[src/rtl/pcie_egress_arbiter.sv]
// Packet-granular round-robin arbiter that feeds three AXI-Stream sources into the PCIe egress input.
// A grant is issued only below the FIFO high-water mark and is held until the granted source's TLAST beat.
module pcie_egress_arbiter #(
  parameter logic [31:0] HIGH_WATER = 32'd448
) (
  input  logic        ACLK,
  input  logic        ARESETN,
  input  logic        S0_AXIS_TVALID,
  output logic        S0_AXIS_TREADY,
  input  logic [31:0] S0_AXIS_TDATA,
  input  logic [3:0]  S0_AXIS_TKEEP,
  input  logic        S0_AXIS_TLAST,
  input  logic        S1_AXIS_TVALID,
  output logic        S1_AXIS_TREADY,
  input  logic [31:0] S1_AXIS_TDATA,
  input  logic [3:0]  S1_AXIS_TKEEP,
  input  logic        S1_AXIS_TLAST,
  input  logic        S2_AXIS_TVALID,
  output logic        S2_AXIS_TREADY,
  input  logic [31:0] S2_AXIS_TDATA,
  input  logic [3:0]  S2_AXIS_TKEEP,
  input  logic        S2_AXIS_TLAST,
  output logic        M_AXIS_TVALID,
  input  logic        M_AXIS_TREADY,
  output logic [31:0] M_AXIS_TDATA,
  output logic [3:0]  M_AXIS_TKEEP,
  output logic        M_AXIS_TLAST,
  input  logic [31:0] FIFO_DATA_COUNT,
  output logic [2:0]  GRANT,
  output logic        BUSY,
  output logic [31:0] PACKET_COUNT
);

  localparam int unsigned NUM_SRC = 3;

  typedef enum logic {IDLE, STREAM} state_t;

  state_t      state_q;
  logic [2:0]  grant_q;
  logic [1:0]  rr_last_q;
  logic [31:0] packet_count_q;
  logic [31:0] packet_count_d;

  logic [2:0]  s_valid;
  logic        eligible;
  logic        pick_vld;
  logic [1:0]  pick_idx;
  logic [1:0]  grant_idx;
  logic        pkt_done;

  assign s_valid = {S2_AXIS_TVALID, S1_AXIS_TVALID, S0_AXIS_TVALID};

  // (base + k) mod 3 for base in 0..2, k in 1..3
  function automatic logic [1:0] rr_add(input logic [1:0] base, input logic [1:0] k);
    logic [2:0] s;
    s = 3'(base) + 3'(k);
    return (s >= 3'd3) ? 2'(s - 3'd3) : 2'(s);
  endfunction

  // First valid source after the last one served; lowest offset wins
  always_comb begin
    pick_vld = 1'b0;
    pick_idx = 2'd0;
    for (int k = NUM_SRC; k >= 1; k--) begin
      if (s_valid[rr_add(rr_last_q, 2'(k))]) begin
        pick_vld = 1'b1;
        pick_idx = rr_add(rr_last_q, 2'(k));
      end
    end
  end

  assign eligible = pick_vld && (FIFO_DATA_COUNT < HIGH_WATER);

  // Pass-through mux of the granted source; grant_q is zero outside STREAM
  always_comb begin
    M_AXIS_TVALID = 1'b0;
    M_AXIS_TDATA  = 32'd0;
    M_AXIS_TKEEP  = 4'd0;
    M_AXIS_TLAST  = 1'b0;
    grant_idx     = 2'd0;
    unique case (grant_q)
      3'b001: begin
        M_AXIS_TVALID = S0_AXIS_TVALID;
        M_AXIS_TDATA  = S0_AXIS_TDATA;
        M_AXIS_TKEEP  = S0_AXIS_TKEEP;
        M_AXIS_TLAST  = S0_AXIS_TLAST;
        grant_idx     = 2'd0;
      end
      3'b010: begin
        M_AXIS_TVALID = S1_AXIS_TVALID;
        M_AXIS_TDATA  = S1_AXIS_TDATA;
        M_AXIS_TKEEP  = S1_AXIS_TKEEP;
        M_AXIS_TLAST  = S1_AXIS_TLAST;
        grant_idx     = 2'd1;
      end
      3'b100: begin
        M_AXIS_TVALID = S2_AXIS_TVALID;
        M_AXIS_TDATA  = S2_AXIS_TDATA;
        M_AXIS_TKEEP  = S2_AXIS_TKEEP;
        M_AXIS_TLAST  = S2_AXIS_TLAST;
        grant_idx     = 2'd2;
      end
      default: ;
    endcase
  end

  assign S0_AXIS_TREADY = grant_q[0] & M_AXIS_TREADY;
  assign S1_AXIS_TREADY = grant_q[1] & M_AXIS_TREADY;
  assign S2_AXIS_TREADY = grant_q[2] & M_AXIS_TREADY;

  assign pkt_done       = (state_q == STREAM) && M_AXIS_TVALID && M_AXIS_TREADY && M_AXIS_TLAST;
  assign packet_count_d = pkt_done ? packet_count_q + 32'd1 : packet_count_q;

  always_ff @(posedge ACLK) begin
    if (!ARESETN) begin
      state_q        <= IDLE;
      grant_q        <= 3'b000;
      rr_last_q      <= 2'd2;
      packet_count_q <= 32'd0;
    end else begin
      packet_count_q <= packet_count_d;
      unique case (state_q)
        IDLE: begin
          if (eligible) begin
            state_q <= STREAM;
            grant_q <= 3'b001 << pick_idx;
          end
        end
        STREAM: begin
          if (pkt_done) begin
            state_q   <= IDLE;
            grant_q   <= 3'b000;
            rr_last_q <= grant_idx;
          end
        end
        default: begin
          state_q <= IDLE;
          grant_q <= 3'b000;
        end
      endcase
    end
  end

  assign GRANT        = grant_q;
  assign BUSY         = (state_q == STREAM);
  assign PACKET_COUNT = packet_count_q;

endmodule

[config.mk]
export PLATFORM = sky130hd
export DESIGN_NAME = pcie_egress_arbiter
export DESIGN_NICKNAME = d
export VERILOG_FILES = /design/src/rtl/pcie_egress_arbiter.sv
export SDC_FILE = /design/constraint.sdc
export NUM_CORES = 1
export LEC_CHECK = 0
export BUFFER_PORTS_ARGS = -buffer_cell sky130_fd_sc_hd__buf_2
export CAP_MARGIN = 40
export CORE_UTILIZATION = 37
export DETAILED_ROUTE_END_ITERATION = 16
export PLACE_DENSITY_LB_ADDON = 0.08
export SLEW_MARGIN = 20
export SYNTH_ARGS = -nofsm -noshare
export SYNTH_HDL_FRONTEND = slang
export SYNTH_SLANG_ARGS = --single-unit
[constraint.sdc]
create_clock -name ACLK -period 2.5 [get_ports ACLK]
set_input_delay 0.5 -clock ACLK [delete_from_list [all_inputs] [get_ports ACLK]]
set_output_delay 0.5 -clock ACLK [all_outputs]
set_load 0.02 [all_outputs]
== After elaboration in Yosys (flattened, before gate mapping) ==
Cells that the tools add are included.

* $add $sub $neg: 7
* Magnitude comparators: 7
* Eq/ne operators: 5
* Shift operators: 1
* Mux-type cells: 26
* Bitwise gates (word level): 4
* Reduce and logical (&&, ||, !) cells: 6

{| class="wikitable"
|+ Operator list
! kind !! number
|-
| $pmux W32 S3 || 1
|-
| $add A32 B1 Y32 const B || 1
|-
| $lt A32 B9 Y1 const B || 1
|-
| $mux W2 || 6
|-
| $pmux W4 S3 || 1
|-
| $ge A3 B2 Y1 const B || 3
|-
| $lt A2 B3 Y1 const B || 3
|-
| $mux W1 || 8
|-
| $add A2 B2 Y3 const B || 2
|-
| $bmux W1 S2 || 3
|-
| $mux W3 || 2
|-
| $pmux W1 S3 || 2
|-
| $pmux W3 S2 || 1
|-
| $sub A2 B2 Y2 const B || 3
|-
| $logic_and A1 B1 Y1 || 4
|-
| $pmux W2 S2 || 1
|-
| $reduce_and A2 Y1 || 2
|-
| $add A2 B1 Y3 const B || 1
|-
| $and A1 B1 Y1 || 3
|-
| $eq A3 B1 Y1 const B || 1
|-
| $eq A3 B2 Y1 const B || 1
|-
| $eq A3 B3 Y1 const B || 1
|-
| $shl A1 B2 Y3 const A || 1
|-
| $ne A2 B1 Y1 const B || 1
|-
| other kinds (3) || 3
|}

* Bits in registers: 38
* Input port bits: 149
* Output and inout bits: 77
* Word-level logic and storage cells: 60

== Logic depth before layout (Yosys ltp) ==
Gate-level depths: netlist (run 1).

* Depth after elaboration: 11
* Gate-level depth with buffers: 7
* Mapped depth without buffers: 7

== Worst setup path after synthesis (run 1) ==
OpenSTA, ideal clock, no wires.

* Path type: register -> output
* From: register grant_q[1] (netlist: GRANT[1])
* To: output M_AXIS_TDATA[0]
* Arrival: 1.941 ns
* Path slack: 0.059 ns
* Cell stages (with the launch flop): 7
* Path buffers: 3
* Path through: dfxtp_1 buf_2 nor2b_1 clkbuf_1 clkbuf_1 a22oi_1 o21ai_0

* Word-level cells in the longest chain between the ends: 2
* Elaborated cells on any way between the ends: 4
* Classes of those cells: eq/ne (3); mux (1)

{| class="wikitable"
|+ Ends and longest elaborated chain
! element !! RTL line !! RTL
|-
| start: declaration || 39 || <nowiki>logic [2:0] grant_q;</nowiki>
|-
| start signal: assignment || 126 || <nowiki>grant_q <= 3'b001 << pick_idx;</nowiki>
|-
| $eq A3 B3 Y1, or another cell as far along || 81 || <nowiki>unique case (grant_q)</nowiki>
|-
| $pmux W32 S3 * || 81 ||
|-
| end: declaration || 25 || <nowiki>output logic [31:0] M_AXIS_TDATA,</nowiki>
|}

Every way passes the cells marked *; elsewhere a longest branch is shown, timed or not.

== Worst setup path in the final report (run 1) ==
* From: register grant_q[2] (netlist: GRANT[2])
* To: output M_AXIS_TLAST

* Word-level cells in the longest chain between the ends: 2
* Elaborated cells on any way between the ends: 4
* Classes of those cells: eq/ne (3); mux (1)

{| class="wikitable"
|+ Ends and longest elaborated chain
! element !! RTL line !! RTL
|-
| $eq A3 B3 Y1, or another cell as far along || 81 ||
|-
| $pmux W1 S3 * || 81 ||
|-
| end: declaration || 27 || <nowiki>output logic M_AXIS_TLAST,</nowiki>
|}

Marked as above.

==> summary.txt, run 1 <==
clock root cell = clkbuf_8
Placement Cell Area = 3940 um2
Reg2Reg Depth = 6
area leader, netlist = dfxtp_1
n_diodes = 0
Synth Flop Type = dfxtp_1
Worst Hold Class = reg2reg
Final ANT Viol Nets = 0
Arr. time, crit path = 1.83 ns
first-pass GRT wire length = 13700 um
reg2reg start = GRANT[2]
Post-DP HPWL = 7360 um
row cnt = 31
post-synthesis compound-gate area fraction = 23.9%
routed via count = 3647
later-pin clock latency in the skew report = 0.29 ns
# setup viols final = 0
Simple-Gate Fraction of Synth Area = 32.4%
cell area power density = 310 nW/um2
Layout Nets = 740
Post-synth EDFFs = 0
initial antenna violation count = 0
max-cap viol count = 0
outcome = complete, no violations
FF+latch count, synth = 38
most frequent cells in the layout = buf_2, nand2_1, o21ai_0
CP Launch Type = register
final hold violations = 0
slew margin rel. = 57.0%
mux contribution to synthesized area = 1.83%
TritonCTS clock tree = built
commonest non-fill, non-tap cell in the layout = buf_2
synthesized net count = 534
total clock sinks = 38
CP Capture Type = primary output
leak pwr = 1.87 nW
Via density = 5.31
Clock transition at path regs = 0.08 ns
initial core utilization = 38.0%
Syn-to-layout area delta = 49.4%
synthesized area per cell = 7.20 um2
CP cell instances = nor3b_4 -> buf_4 -> a221oi_4 -> buf_6 -> inv_1 -> buf_2
vias in the first global route = 2980
IO Count = 226
Yosys Warn Count = 0
largest cells by area after synthesis = dfxtp_1, a22oi_1, o21ai_0
Slowest cell on crit path = dfxtp_1
Clock Skews = 0.00704 ns
CORE AREA = 7210 um2
WP data required = 2.00 ns
Die X-Extent = 88.1 um
period utilisation layout = 93.3%
Crit path largest cell delay = 0.38 ns
CTS Buf Count = 5
Global Route Usage Sum = 22.0%
die area = 7760 um2
Synth Cell Area = 2740 um2
H-tree depth = 2
Slew @ Worst Pin = 0.640 ns
reg2reg end = PACKET_COUNT[25]
Longest Clk Path Bufs = 2
fraction of layout cells with a size suffix above 1 = 41.8%
Crit Path Max Fanout = 17
Hold Startpoint = PACKET_COUNT[31]
DRC Markers = 0
Hold Path End = PACKET_COUNT[31]
total power = 0.00127 W
Setup TNS Final = 0 ns
Max Freq = 429 MHz
number of iterations in the first detailed-routing pass = 5
post-synthesis adder-cell area fraction = 1.83%
WS Path Type = reg2out
Yosys top cell area share = 27.7%
largest family of logic cells by synthesized area = simple AND/OR/NAND/NOR gates
synth unique cells = 38
asr flop ratio synth = 0%
final wirelength = 9530 um
min setup slack post-route = 0.167 ns
Synth Area in XOR/XNOR = 6.71%
cts hold-fix bufs = 0
Peak VDD IR = 0.249 mV
design area = 4100 um2
maximum number of pins on one net before global-route repair = 38
Chip Height = 88.1 um
total gr overflow = 0
Worst R2R Setup Slack = 0.18 ns
Layout fillers = 724
RePlAce Congestion = 0.795
WL per Instance = 13.9 um
Final Slew Violations = 0
Place WS = 0.278 ns
Seq/Total Area, Yosys = 27.7%
Gate Count Post-Synth = 381
WHS Path Cells = 2
unrepaired setup endpoints after global routing = false
Initial DRC Count = 212
Port Buffer Count = 219
min Tclk post-route = 2.33 ns
==> state kept, by name, indices dropped and copies added, names as in the netlist <==
| signal | flops |
|---|---|
| BUSY | 1 |
| GRANT | 3 |
| PACKET_COUNT | 32 |
| rr_last_q | 2 |
==> how the worst max path moves through the flow <==
stage	startpoint	end	slack, ns
after floorplan	GRANT[1]	M_AXIS_TDATA[0]	0.06
after global routing	GRANT[2]	PACKET_COUNT[27]	0.005
final	GRANT[2]	M_AXIS_TLAST	0.17
after CTS	GRANT[0]	M_AXIS_TLAST	0.04
after detailed placement	M_AXIS_TREADY	PACKET_COUNT[25]	0.28
after global placement	S1_AXIS_TVALID	M_AXIS_TVALID	0.32
==> critical path: cells and delay by family (launching register included) <==
kind	cells	cell delay, ns
and+or+nand+nor	1	0.20
buffers and inverters	4	0.58
DFF	1	0.38
AOI/OAI and AO/OA	1	0.38
==> final cells by class <==
type,count,area (um2),share of cell area [%]
Tap cell,99,124,3.02
Multi-Input combinational cell,304,1850,45.3
Sequential cell,38,763,18.6
Inverter,8,30.0,0.733
Clock inverter,3,45.0,1.10
Clock buffer,5,68.8,1.68
Timing Repair Buffer,230,1210,29.6
==> cells in the mapped netlist, types with 3 or more instances <==
cell,number
and4_1,5
and3_1,5
nor4b_1,4
and2_1,6
nor2_1,24
a21oi_1,12
nand4_1,10
dfxtp_1,38
xnor2_1,21
o21ai_0,48
clkbuf_1,25
buf_2,3
nor4_1,21
nand2_1,55
a22oi_1,36
or3_1,9
ha_1,4
nand3_1,16
inv_1,7
mux2i_1,5
nor2b_1,4
==> layer usage <==
metal / share of wire, % / routed length, um / track usage [%] / vias up
met5: 0 / 0 / 0 / -
met4: 0 / 0 / 2.79 / 0
met3: 10 / 959 / 6.41 / 0
met2: 48 / 4590 / 37.6 / 184
met1: 42 / 3970 / 28.1 / 1661
li1: - / - / - / 1802
==> what timing repair did <==
action / in CTS / in global routing
buffers inserted: 0 / 1
setup endpoints to repair: 1 / 14
cloned: 0 / 0
endpoints found under the hold margin: 0 / 0
gates resized for setup: 1 / 5
==> power breakdown <==
part	switching [W]	total, W	internal [W]
clock	0.000231	0.000528	0.000297
combinational	0.0000527	0.000138	0.0000851
sequential	0.0000000000176	0.000604	0.000604
total	0.000284	0.00127	0.000986
==> cells by family (layout without fill, tap and decap cells) <==
group | Yosys count | after routing
buffers and inverters | 39 | 246
multiplexers | 5 | 5
AO/OA/AOI/OAI | 105 | 105
AND/OR/NAND/NOR | 169 | 169
adder cells (fa/ha/maj) | 4 | 4
flip-flops | 38 | 38
XOR/XNOR | 21 | 21
==> through the flow <==
stage	util, %	hold slack, ns	cells
2_1_floorplan	-	0.495	381
6_report	56.8	0.494	687
4_1_cts	56.2	0.493	686
5_1_grt	56.8	0.503	687
3_5_place_dp	54.6	0.486	678
3_3_place_gp	54.6	0.465	678
Note: power is estimated with default switching activity, not from simulation.
==> run 2, diff against run 1 <==
--- a/config.mk
+++ b/config.mk
@@ -9,7 +9,7 @@
 export CAP_MARGIN = 40
 export CORE_UTILIZATION = 37
 export DETAILED_ROUTE_END_ITERATION = 16
-export PLACE_DENSITY_LB_ADDON = 0.08
+export PLACE_DENSITY = 0.74
 export SLEW_MARGIN = 20
 export SYNTH_ARGS = -nofsm -noshare
 export SYNTH_HDL_FRONTEND = slang
==> run 2 against run 1 <==
- first-iteration DRC count down 15%
- non-clock buffer count down 1
- final cell count down 0.44%
- sequential power about the same
- power down 8.8%
- die area unchanged
- clock skew down 0.0042 ns
- clock power down 22%
- largest cell class unchanged
- count of clock-buffer cells in the layout up 1
- sequential share of layout area up 0.25 points
==> summary.txt, run 2 (synthesized netlist as in run 1, its figures left out) <==
Peak VDD IR = 0.274 mV (+9.9%)
WHS Path Cells = 2 (unchanged)
area of the multi-input gates = 1840 um2 (-0.61%)
commonest non-fill, non-tap cell in the layout = buf_2
Chip Height = 88.1 um (unchanged)
min Tclk post-route = 2.33 ns (-0.00371 ns)
row cnt = 31 (unchanged)
first-pass GRT wire length = 13700 um (+0.41%)
maximum number of pins on one net before global-route repair = 39 (+2.6%)
CORE AREA = 7210 um2 (unchanged)
Initial DRC Count = 180 (-15%)
cell area power density = 287 nW/um2 (-7.6%)
max reg flops = 32 (unchanged)
slew margin rel. = 54.9% (-2.1 points)
postcts setup bufs = 0 (unchanged)
Port Buffer Count = 219 (unchanged)
Layout fillers = 691 (-4.6%)
max-cap viol count = 0 (unchanged)
initial antenna violation count = 1 (+1)
WS Path Type = reg2out
Crit Path Max Fanout = 37 (+20)
Clock transition at path regs = 0.07 ns (about the same)
Setup TNS Final = 0 ns (unchanged)
later-pin clock latency in the skew report = 0.29 ns (about the same)
Longest Clk Path Bufs = 2 (unchanged)
total clock sinks = 38 (unchanged)
die area = 7760 um2 (unchanged)
FF/Latch Area = 763 um2 (unchanged)
Max Freq = 429 MHz (+0.16%)
outcome = complete, no violations
number of iterations in the first detailed-routing pass = 4 (-1)
Final Slew Violations = 0 (unchanged)
Reg2Reg Depth = 5 (-1)
Die X-Extent = 88.1 um (unchanged)
WP data required = 2.00 ns (about the same)
IO Count = 226 (unchanged)
final hold violations = 0 (unchanged)
DP Cell Count = 678 (unchanged)
total gr overflow = 0 (unchanged)
final wirelength = 9560 um (+0.30%)
Syn-to-layout area delta = 47.5%
CP Launch Type = register
WL per Instance = 14.0 um (+0.74%)
design area = 4040 um2 (-1.3%)
CTS Buf Count = 5 (unchanged)
routed via count = 3630 (-0.47%)
Post-DP HPWL = 7290 um (-0.85%)
fraction of layout cells with a size suffix above 1 = 41.5% (-0.30 points)
Slew @ Worst Pin = 0.671 ns (+0.0310 ns)
vias in the first global route = 2997 (+0.57%)
unrepaired setup endpoints after global routing = false
initial core utilization = 38.0% (unchanged)
Final ANT Viol Nets = 0 (unchanged)
Via density = 5.31 (about the same)
DRC Markers = 0 (unchanged)
leak pwr = 1.86 nW (-0.76%)
H-tree depth = 2 (unchanged)
Layout Nets = 739 (-0.14%)
fin cells = 684 (-0.44%)
Placement Cell Area = 3940 um2 (unchanged)
Global Route Usage Sum = 22.3% (+0.32 points)
Arr. time, crit path = 1.83 ns (about the same)
Worst Hold Class = reg2reg
RePlAce Congestion = 0.857 (+7.8%)
n_diodes = 0 (unchanged)
CP Capture Type = primary output
Clock Skews = 0.00284 ns (-0.00420 ns)
most frequent cells in the layout = buf_2, nand2_1, o21ai_0
# setup viols final = 0 (unchanged)
Worst R2R Setup Slack = 0.32 ns (+0.14 ns)
clock root cell = clkbuf_8
TritonCTS clock tree = built
period utilisation layout = 93.2% (-0.15 points)
Util after Layout = 56.0% (-0.75 points)
-- run 2: cell count changes in the layout (fill, tap and decap cells not counted), sizes merged --
cell / delta
buf: -1
clkinvlp: -2
bufinv: -1
clkbuf: +1
-- run 2: what timing repair did --
item                                    CTS  global route
hold buffers                              0             0
endpoints found under the setup margin    0             3
resized for setup                         0             4
-- run 2: per-stage QoR --
step           hold slack [ns]  setup slack (ns)  power, W
2_1_floorplan            0.495            0.0588  0.000638
3_3_place_gp             0.466             0.238  0.000754
4_1_cts                  0.492           0.00152   0.00116
5_1_grt                  0.524            0.0266   0.00120
6_report                 0.489             0.171   0.00116
3_5_place_dp             0.482             0.233  0.000756
-- run 2: critical path: stages, from the launching register on --
cell	delay [ns]
dfxtp_1	0.41
nor3b_4	0.35
buf_6	0.32
nand2_1	0.09
o21ai_0	0.13
buf_2	0.23
-- run 2: path summary, 6_finish.rpt --
check                   startpoint                to
hold / removal    PACKET_COUNT[31]  PACKET_COUNT[31]
setup reg to reg          GRANT[2]  PACKET_COUNT[27]
setup / recovery          GRANT[2]  M_AXIS_TDATA[29]
hold reg to reg   PACKET_COUNT[31]  PACKET_COUNT[31]
-- run 2: area by class of cell --
cell class / instances / area share, %
Timing Repair Buffer: 229 / 29.7
Inverter: 8 / 0.743
Multi-Input combinational cell: 304 / 45.6
Clock buffer: 6 / 2.04
Sequential cell: 38 / 18.9
Tap cell: 99 / 3.06
-- run 2: routing by layer --
| metal | GRT usage (%) | share of wire (%) | routed length (um) | up-vias |
|---|---|---|---|---|
| li1 | - | - | - | 1805 |
| met1 | 31.5 | 44 | 4240 | 1631 |
| met2 | 33.7 | 44 | 4220 | 181 |
| met3 | 5.94 | 10 | 961 | 13 |
| met4 | 5.57 | 1.4 | 131 | 0 |
| met5 | 0 | 0 | 0 | - |
-- run 2: power by group --
group	switching (W)	internal (W)	total [W]
sequential	0.0000000000129	0.000605	0.000605
combinational	0.0000548	0.0000852	0.000140
clock	0.000201	0.000213	0.000414
